**config.mk**
```make
export PLATFORM = sky130hd
export DESIGN_NAME = mc_controller_fsm_flat
export DESIGN_NICKNAME = d
export VERILOG_FILES = /design/src/rtl/mc_controller_fsm_if.sv /design/src/rtl/mc_controller_fsm.sv /design/src/flat_wrapper.sv
export SDC_FILE = /design/constraint.sdc
export NUM_CORES = 1
export LEC_CHECK = 0
export ABC_CLOCK_PERIOD_IN_PS = 1300
export BUFFER_PORTS_ARGS = -buffer_cell sky130_fd_sc_hd__buf_2
export CAP_MARGIN = 0
export CORE_UTILIZATION = 24
export DETAILED_ROUTE_END_ITERATION = 10
export GPL_ROUTABILITY_DRIVEN = 0
export REMOVE_ABC_BUFFERS = 1
export SYNTH_ARGS = -nofsm -noshare
export SYNTH_HDL_FRONTEND = slang
export SYNTH_SLANG_ARGS = --single-unit
```
**constraint.sdc**
```tcl
create_clock -name clk -period 1.3 [get_ports clk]
set_input_delay 0.13 -clock clk [delete_from_list [all_inputs] [get_ports clk]]
set_output_delay 0.13 -clock clk [all_outputs]
set_load 0.05 [all_outputs]
```
**src/rtl/mc_controller_fsm_if.sv**
```systemverilog
// Control bundle between the multicycle controller and the shared RV32I datapath.
// master = controller side, slave = datapath side.
interface mc_controller_fsm_if;
    logic [6:0] op;
    logic       Zero;
    logic       MemReady;
    logic       PCWrite;
    logic       AdrSrc;
    logic       IRWrite;
    logic       MemWrite;
    logic       RegWrite;
    logic [1:0] ResultSrc;
    logic [1:0] ALUSrcA;
    logic [1:0] ALUSrcB;
    logic [1:0] ALUOp;
    logic [1:0] ImmSrc;
    logic       Illegal;
    logic [3:0] State;

    modport master (
        input  op, Zero, MemReady,
        output PCWrite, AdrSrc, IRWrite, MemWrite, RegWrite,
               ResultSrc, ALUSrcA, ALUSrcB, ALUOp, ImmSrc, Illegal, State
    );

    modport slave (
        output op, Zero, MemReady,
        input  PCWrite, AdrSrc, IRWrite, MemWrite, RegWrite,
               ResultSrc, ALUSrcA, ALUSrcB, ALUOp, ImmSrc, Illegal, State
    );
endinterface

```
**src/rtl/mc_controller_fsm.sv**
```systemverilog
// Moore control FSM for the multicycle RV32I core (Fetch/Decode/Execute/Writeback).
// Optional MCCTRL_MEMWAIT_EN: FETCH, MEMREAD and MEMWRITE stall until MemReady.
module mc_controller_fsm (
    input  logic                clk,
    input  logic                reset,
    mc_controller_fsm_if.master bus
);

    typedef enum logic [3:0] {
        FETCH    = 4'd0,
        DECODE   = 4'd1,
        MEMADR   = 4'd2,
        MEMREAD  = 4'd3,
        MEMWB    = 4'd4,
        MEMWRITE = 4'd5,
        EXECUTER = 4'd6,
        ALUWB    = 4'd7,
        EXECUTEI = 4'd8,
        JAL      = 4'd9,
        BEQ      = 4'd10
    } state_t;

    localparam logic [6:0] OP_LW   = 7'b0000011;
    localparam logic [6:0] OP_SW   = 7'b0100011;
    localparam logic [6:0] OP_R    = 7'b0110011;
    localparam logic [6:0] OP_I    = 7'b0010011;
    localparam logic [6:0] OP_JAL  = 7'b1101111;
    localparam logic [6:0] OP_BEQ  = 7'b1100011;

    state_t     state, state_next, cur;
    logic       mem_ready;
    logic       pc_update, branch, illegal;
    logic       adr_src, ir_write, mem_write, reg_write;
    logic [1:0] result_src, alu_src_a, alu_src_b, alu_op;

`ifdef MCCTRL_MEMWAIT_EN
    assign mem_ready = bus.MemReady;
`else
    assign mem_ready = 1'b1;
`endif

    // While reset is high the outputs already show FETCH, so decode that instead of the stale register.
    assign cur = reset ? FETCH : state;

    // NOTE: sequential state uses non-blocking assignment so every flop samples pre-edge values.
    always_ff @(posedge clk) begin
        if (reset) state <= FETCH;
        else       state <= state_next;
    end

    // NOTE: every output of this block gets a default first, otherwise unlisted paths infer latches.
    always_comb begin
        state_next = FETCH;
        pc_update  = 1'b0;
        branch     = 1'b0;
        illegal    = 1'b0;
        adr_src    = 1'b0;
        ir_write   = 1'b0;
        mem_write  = 1'b0;
        reg_write  = 1'b0;
        result_src = 2'b00;
        alu_src_a  = 2'b00;
        alu_src_b  = 2'b00;
        alu_op     = 2'b00;
        case (cur)
            FETCH: begin
                ir_write   = mem_ready;
                pc_update  = mem_ready;
                alu_src_b  = 2'b10;
                result_src = 2'b10;
                state_next = mem_ready ? DECODE : FETCH;
            end
            DECODE: begin
                alu_src_a = 2'b01;
                alu_src_b = 2'b01;
                case (bus.op)
                    OP_LW, OP_SW: state_next = MEMADR;
                    OP_R:         state_next = EXECUTER;
                    OP_I:         state_next = EXECUTEI;
                    OP_JAL:       state_next = JAL;
                    OP_BEQ:       state_next = BEQ;
                    default:      illegal    = 1'b1;
                endcase
            end
            MEMADR: begin
                alu_src_a  = 2'b10;
                alu_src_b  = 2'b01;
                state_next = (bus.op == OP_LW) ? MEMREAD : MEMWRITE;
            end
            MEMREAD: begin
                adr_src    = 1'b1;
                state_next = mem_ready ? MEMWB : MEMREAD;
            end
            MEMWB: begin
                result_src = 2'b01;
                reg_write  = 1'b1;
            end
            MEMWRITE: begin
                adr_src    = 1'b1;
                mem_write  = 1'b1;
                state_next = mem_ready ? FETCH : MEMWRITE;
            end
            EXECUTER: begin
                alu_src_a  = 2'b10;
                alu_op     = 2'b10;
                state_next = ALUWB;
            end
            EXECUTEI: begin
                alu_src_a  = 2'b10;
                alu_src_b  = 2'b01;
                alu_op     = 2'b10;
                state_next = ALUWB;
            end
            ALUWB: reg_write = 1'b1;
            JAL: begin
                alu_src_a  = 2'b01;
                alu_src_b  = 2'b10;
                pc_update  = 1'b1;
                state_next = ALUWB;
            end
            BEQ: begin
                alu_src_a = 2'b10;
                alu_op    = 2'b01;
                branch    = 1'b1;
            end
            default: state_next = FETCH;
        endcase
    end

    always_comb begin
        case (bus.op)
            OP_SW:   bus.ImmSrc = 2'b01;
            OP_BEQ:  bus.ImmSrc = 2'b10;
            OP_JAL:  bus.ImmSrc = 2'b11;
            default: bus.ImmSrc = 2'b00;
        endcase
    end

    // Write enables are squashed during reset so an aborted instruction leaves no side effects.
    assign bus.PCWrite   = ~reset & (pc_update | (branch & bus.Zero));
    assign bus.IRWrite   = ~reset & ir_write;
    assign bus.MemWrite  = ~reset & mem_write;
    assign bus.RegWrite  = ~reset & reg_write;
    assign bus.Illegal   = ~reset & illegal;
    assign bus.AdrSrc    = adr_src;
    assign bus.ResultSrc = result_src;
    assign bus.ALUSrcA   = alu_src_a;
    assign bus.ALUSrcB   = alu_src_b;
    assign bus.ALUOp     = alu_op;
    assign bus.State     = cur;

endmodule

```
**src/flat_wrapper.sv**
```systemverilog
// flat-port wrapper written by rule: the top's interface ports become plain ports
module mc_controller_fsm_flat 
  (clk, reset, bus_op, bus_Zero, bus_MemReady, bus_PCWrite, bus_AdrSrc, bus_IRWrite, bus_MemWrite, bus_RegWrite, bus_ResultSrc, bus_ALUSrcA, bus_ALUSrcB, bus_ALUOp, bus_ImmSrc, bus_Illegal, bus_State);
  mc_controller_fsm_if bus_i ();
  input  logic clk;
  input  logic reset;
  input wire logic [$bits(bus_i.op)-1:0] bus_op;
  input wire logic [$bits(bus_i.Zero)-1:0] bus_Zero;
  input wire logic [$bits(bus_i.MemReady)-1:0] bus_MemReady;
  output wire logic [$bits(bus_i.PCWrite)-1:0] bus_PCWrite;
  output wire logic [$bits(bus_i.AdrSrc)-1:0] bus_AdrSrc;
  output wire logic [$bits(bus_i.IRWrite)-1:0] bus_IRWrite;
  output wire logic [$bits(bus_i.MemWrite)-1:0] bus_MemWrite;
  output wire logic [$bits(bus_i.RegWrite)-1:0] bus_RegWrite;
  output wire logic [$bits(bus_i.ResultSrc)-1:0] bus_ResultSrc;
  output wire logic [$bits(bus_i.ALUSrcA)-1:0] bus_ALUSrcA;
  output wire logic [$bits(bus_i.ALUSrcB)-1:0] bus_ALUSrcB;
  output wire logic [$bits(bus_i.ALUOp)-1:0] bus_ALUOp;
  output wire logic [$bits(bus_i.ImmSrc)-1:0] bus_ImmSrc;
  output wire logic [$bits(bus_i.Illegal)-1:0] bus_Illegal;
  output wire logic [$bits(bus_i.State)-1:0] bus_State;
  assign bus_i.op = bus_op;
  assign bus_i.Zero = bus_Zero;
  assign bus_i.MemReady = bus_MemReady;
  assign bus_PCWrite = bus_i.PCWrite;
  assign bus_AdrSrc = bus_i.AdrSrc;
  assign bus_IRWrite = bus_i.IRWrite;
  assign bus_MemWrite = bus_i.MemWrite;
  assign bus_RegWrite = bus_i.RegWrite;
  assign bus_ResultSrc = bus_i.ResultSrc;
  assign bus_ALUSrcA = bus_i.ALUSrcA;
  assign bus_ALUSrcB = bus_i.ALUSrcB;
  assign bus_ALUOp = bus_i.ALUOp;
  assign bus_ImmSrc = bus_i.ImmSrc;
  assign bus_Illegal = bus_i.Illegal;
  assign bus_State = bus_i.State;
  mc_controller_fsm u_core (.clk(clk), .reset(reset), .bus(bus_i));
endmodule
```
Word level (Yosys, flattened, before mapping)
Index checks and enable logic that the tools add are counted.
{"block": "totals", "inputBits": 11, "wordCells": 53, "output_inout_bits": 20, "regBits": 4}
{"block": "classes", "muxes": 17, "eq_ne": 16, "bitwise": 8, "reduce_logical": 11}
{"op": "case mux 4 bit (5 select lines)", "n": 2}
{"op": "equality test 4 x 3 -> 1 bit, second input constant", "n": 4}
{"op": "case mux 2 bit (2 select lines)", "n": 4}
{"op": "equality test 7 x 6 -> 1 bit, second input constant", "n": 2}
{"op": "equality test 7 bit, second input constant", "n": 2}
{"op": "equality test 4 bit, second input constant", "n": 3}
{"op": "OR reduction 2 bit", "n": 6}
{"op": "equality test 4 x 2 -> 1 bit, second input constant", "n": 2}
{"op": "2-to-1 mux 1 bit", "n": 8}
{"op": "equality test 7 x 2 -> 1 bit, second input constant", "n": 1}
{"op": "equality test 7 x 5 -> 1 bit, second input constant", "n": 1}
{"op": "AND 1 bit", "n": 6}
{"op": "case mux 2 bit (3 select lines)", "n": 1}
{"op": "OR reduction 3 bit", "n": 2}
{"op": "OR reduction 6 bit", "n": 1}
{"op": "equality test 4 x 1 -> 1 bit, second input constant", "n": 1}
{"op": "zero test 4 bit", "n": 1}
{"op": "2-to-1 mux 4 bit", "n": 1}
{"op": "OR reduction 4 bit", "n": 1}
{"op": "2-to-1 mux 3 bit", "n": 1}
{"op": "inverter 1 bit", "n": 1}
{"op": "bitwise OR 1 bit", "n": 1}

Depth between registers and ports, before layout
{"block": "logic_depth", "word_depth": 6, "mapped_depth": 6}

Least setup slack after synthesis
OpenSTA, ideal clock, no wires.
{"block": "synth_path", "kind": "reg-to-output", "startpoint": "register u_core.state[1]", "endpoint": "output port bus_ALUSrcB[0]", "n_path_buf": 0, "arrival_time_ns": 3.081, "stages_incl_launch_ff": 3, "required_time_ns": 1.170, "path_slack_ns": -1.911, "path_cell_list": "dfxtp_1 or2_4 a2111oi_0"}
{"block": "synth_via", "elab_chain_cells": 4, "elab_cells_between_ends": 9, "classes_between": "eq/ne: 4; mux: 2; reduce/logical: 3"}
{"item": "from (decl)", "line_no": "mc_controller_fsm.sv:30", "rtl": "state_t state, state_next, cur;"}
{"item": "from (signal assigned)", "line_no": "mc_controller_fsm.sv:48", "rtl": "else state <= state_next;"}
{"item": "2-to-1 mux 4 bit (*)", "line_no": "mc_controller_fsm.sv:43", "rtl": "assign cur = reset ? FETCH : state;"}
{"item": "equality test 4 x 2 -> 1 bit (tied with other cells)", "line_no": "mc_controller_fsm.sv:65", "rtl": "case (cur)"}
{"item": "OR reduction 3 bit (no source line) or OR reduction 2 bit (tied branches)"}
{"item": "case mux 2 bit (2 select lines) (*)", "line_no": "mc_controller_fsm.sv:65"}
{"item": "to (decl)", "line_no": "flat_wrapper.sv:17", "rtl": "output wire logic [$bits(bus_i.ALUSrcB)-1:0] bus_ALUSrcB;"}
Every way passes the cells marked *; elsewhere a longest branch is shown, timed or not.

Worst setup path in the final report
{"block": "layout_path", "startpoint": "register u_core.state[1]", "endpoint": "output port bus_Illegal"}
{"block": "layout_via", "elab_chain_cells": 4}
{"item": "2-to-1 mux 4 bit", "line_no": "mc_controller_fsm.sv:43"}
{"item": "equality test 4 x 1 -> 1 bit", "line_no": "mc_controller_fsm.sv:65"}
{"item": "2-to-1 mux 1 bit", "line_no": "mc_controller_fsm.sv:65"}
{"item": "AND 1 bit", "line_no": "mc_controller_fsm.sv:144", "rtl": "assign bus.Illegal = ~reset & illegal;"}
{"item": "to (decl)", "line_no": "flat_wrapper.sv:20", "rtl": "output wire logic [$bits(bus_i.Illegal)-1:0] bus_Illegal;"}
Every way passes these cells.

==> results.md <==
* Final TNS setup at -3250 ps
* Crit Path Category: reg -> out
* Slowest-stage cell, CP: or3_4
* Shortest period the worst path allows at approximately 1600 ps
* Port bufs at 29
* Synthesized area at about 580 sq um
* DRT iter0 DRCs at 9
* Post-synth top area share at roughly 14%
* Crit-path cells: or2_4, or3_4, a21oi_2, buf_6
* Num CTS Buffers at 3
* Total GRT Usage at between 10% and 20%
* Worst-path clk slew at 30 ps
* Syn avg cell area at 7.19 sq um
* Status: finished, violations left
* Rel. slew slack at 77.5%
* Die width at between 50 and 60 microns
* Psw at 0.000205 W
* Worst path max stage delay at 350 ps
* Antenna Nets Post-Route at 0
* Routed len/inst at approximately 13 microns
* Clk_lat worst skew at 220 ps
* Yosys warns at 0
* ANT cells at 0
* Pin count of the biggest net entering global routing at 9
* DR DRC count at 0
* # H-tree levels at 1
* Fillers at 211
* Starting density of the core at 25.8%
* Reg with most FFs: u_core.state
* Top Registers: u_core.state x4
* Hold Slack at 246 ps
* Final worst-path cycle share at 124%
* Worst vdd ir at 0.000369 V
* Post-layout nets at between 150 and 200
* FMAX at 0.622 GHz
* Power Density at ~430 nW/um^2
* CP startpoint kind: flop
* DR vias at 810
* Critical Path End Type: primary output
* Fraction of layout cells with a size suffix above 1 at 68.8%
* Clock sink total at 4
* Hold_buf cts at 0
* Finished Cell Area at 1270 sq um
* Initial antenna violation count at 0
* Max Cap Viol at 0
* Core Box Area at ~2200 sq um
* Height of the die at 51.0 microns
* Endpoints failing setup at 19
* Post-Synthesis Cells at 80
* Pleak at 0.556 nW
* Combinational power share at 49.1%
* Final hold viol count at 0
* Worst path required time at 1170 ps
* Worst hold path type: in -> reg
* First-pass GRT wire length at around 3.5 mm
* Site Rows at 17
* Post-detail-place hpwl at 1.48 mm
* Crit-path max FO at 5
* Worst EP arrival at 1480 ps
* Vias/cell at a little under 5
* Power Total at between 0.0005 and 0.0006 W
* #FFs+latches synth at 4
* Total congestion overflow at 0
* Failing checks: negative setup slack
* Total Wirelength at 2.22 mm
* Placed cell area at 907 sq um
* Max reg flops at 4
* Fin worst setup slack at -309 ps
* Most frequent cells in the layout: buf_4, buf_6, buf_2, nor3_1, nor2_1
* Ports at 31
* Area added between synthesis and finish at 120%
* Worst clock skew at 2.38 ps
* Unrepaired setup endpoints after global routing: yes
* Yosys cell types at 37
* Cell Int Power at 0.000338 W
* Vias in the first global route at 791
* Die area at between 2000 and 3000 sq um
* TritonCTS clock tree: yes
* Synth top area cells: dfxtp_1, nor3_1, nor2b_1
* 1st-pass router iterations at 4
* Slew Limit Fails at 0
* Cell taking the most area after synthesis: dfxtp_1
* Worst Tran Pin Value at 334 ps
* Clk pwr share at between 20% and 30%
* Sw frac at 37.7%
* Seq pwr share at 24.3%
* Most common cell after layout, fill and taps aside: buf_4
* Clk root buf: clkbuf_4
* DP Worst Slack at -204 ps
* Clock tree buffer depth at 2
* Post-synthesis sequential area ratio at 13.9%
## critical path, delay by kind of cell (launching register included)
kind                   cells  cell delay [ps]
and+or+nand+nor            2              620
DFF                        1              330
buffers and inverters      1              170
AOI/OAI and AO/OA          1              130
## through the flow
step	std cells	utilization (%)
6_report	166	56.8
5_1_grt	166	56.8
3_3_place_gp	157	40.6
4_1_cts	163	51.7
2_1_floorplan	75	-
3_5_place_dp	157	40.6
## logic make-up after synthesis
group	count (synthesis)	synth area share (%)
compound gates	19	22.8
xor+xnor	4	6.09
fa+ha+maj	1	1.74
buf+inv	10	9.56
flops	4	13.9
simple gates	42	45.9
## cell type report
cell class                      instances  area [sq um]  share of cell area, %
Multi-Input combinational cell         66           593                   46.7
Timing Repair Buffer                   60           505                   39.8
Sequential cell                         4          90.1                   7.10
Tap cell                               28          35.0                   2.76
Clock buffer                            3          22.5                   1.78
Inverter                                5          22.5                   1.78
## per-layer routing
layer	GRT usage, %	up-vias	routed length (microns)
met2	33.3	17	1230
li1	-	410	-
met1	20.2	383	926
met3	2.98	0	70
met5	0	-	0
met4	1.39	0	0
## Yosys cell counts
cell	n
a21o_1	2
dfxtp_1	4
nand2b_4	1
nor2b_1	5
or2_4	1
xnor2_1	1
maj3_1	1
nand2b_1	1
a31oi_1	4
nor4_1	3
a2111oi_0	1
o21a_1	1
buf_2	2
nand3b_1	2
or3_4	1
a21oi_1	4
a31o_1	1
o31ai_2	1
buf_6	1
nor3b_1	2
a211oi_1	1
nand3_1	1
or3b_1	1
nor3b_2	1
or2_1	1
o21ai_0	2
nor3_1	9
o31ai_1	1
xor2_1	3
and2_1	1
nand2_1	4
o221ai_1	1
inv_2	1
nor2_1	6
nand4bb_1	2
buf_4	2
inv_1	4
## final timing paths
kind,start,endpoint,slack (ps),cells past startpoint
min,bus_op[4],u_core.state[3],250,3
max reg2reg,u_core.state[1],u_core.state[1],-190,5
max,u_core.state[1],bus_Illegal,-310,4
min reg2reg,u_core.state[1],u_core.state[0],720,3
## power groups by stage
stage          sequential, W  combinational (W)  clock (W)
2_1_floorplan       0.000137           0.000121          0
3_3_place_gp        0.000135           0.000196          0
3_5_place_dp        0.000135           0.000198          0
4_1_cts             0.000131           0.000242   0.000157
5_1_grt             0.000132           0.000282   0.000161
6_report            0.000132           0.000267   0.000144
## what timing repair did
item | in CTS | in global routing
gates resized for setup | 59 | 20
setup endpoints to repair | 21 | 21
endpoints found under the hold margin | 0 | 0
buffers inserted | 3 | 3
pin swaps | 5 | 4
(Power assumes the default switching activity.)
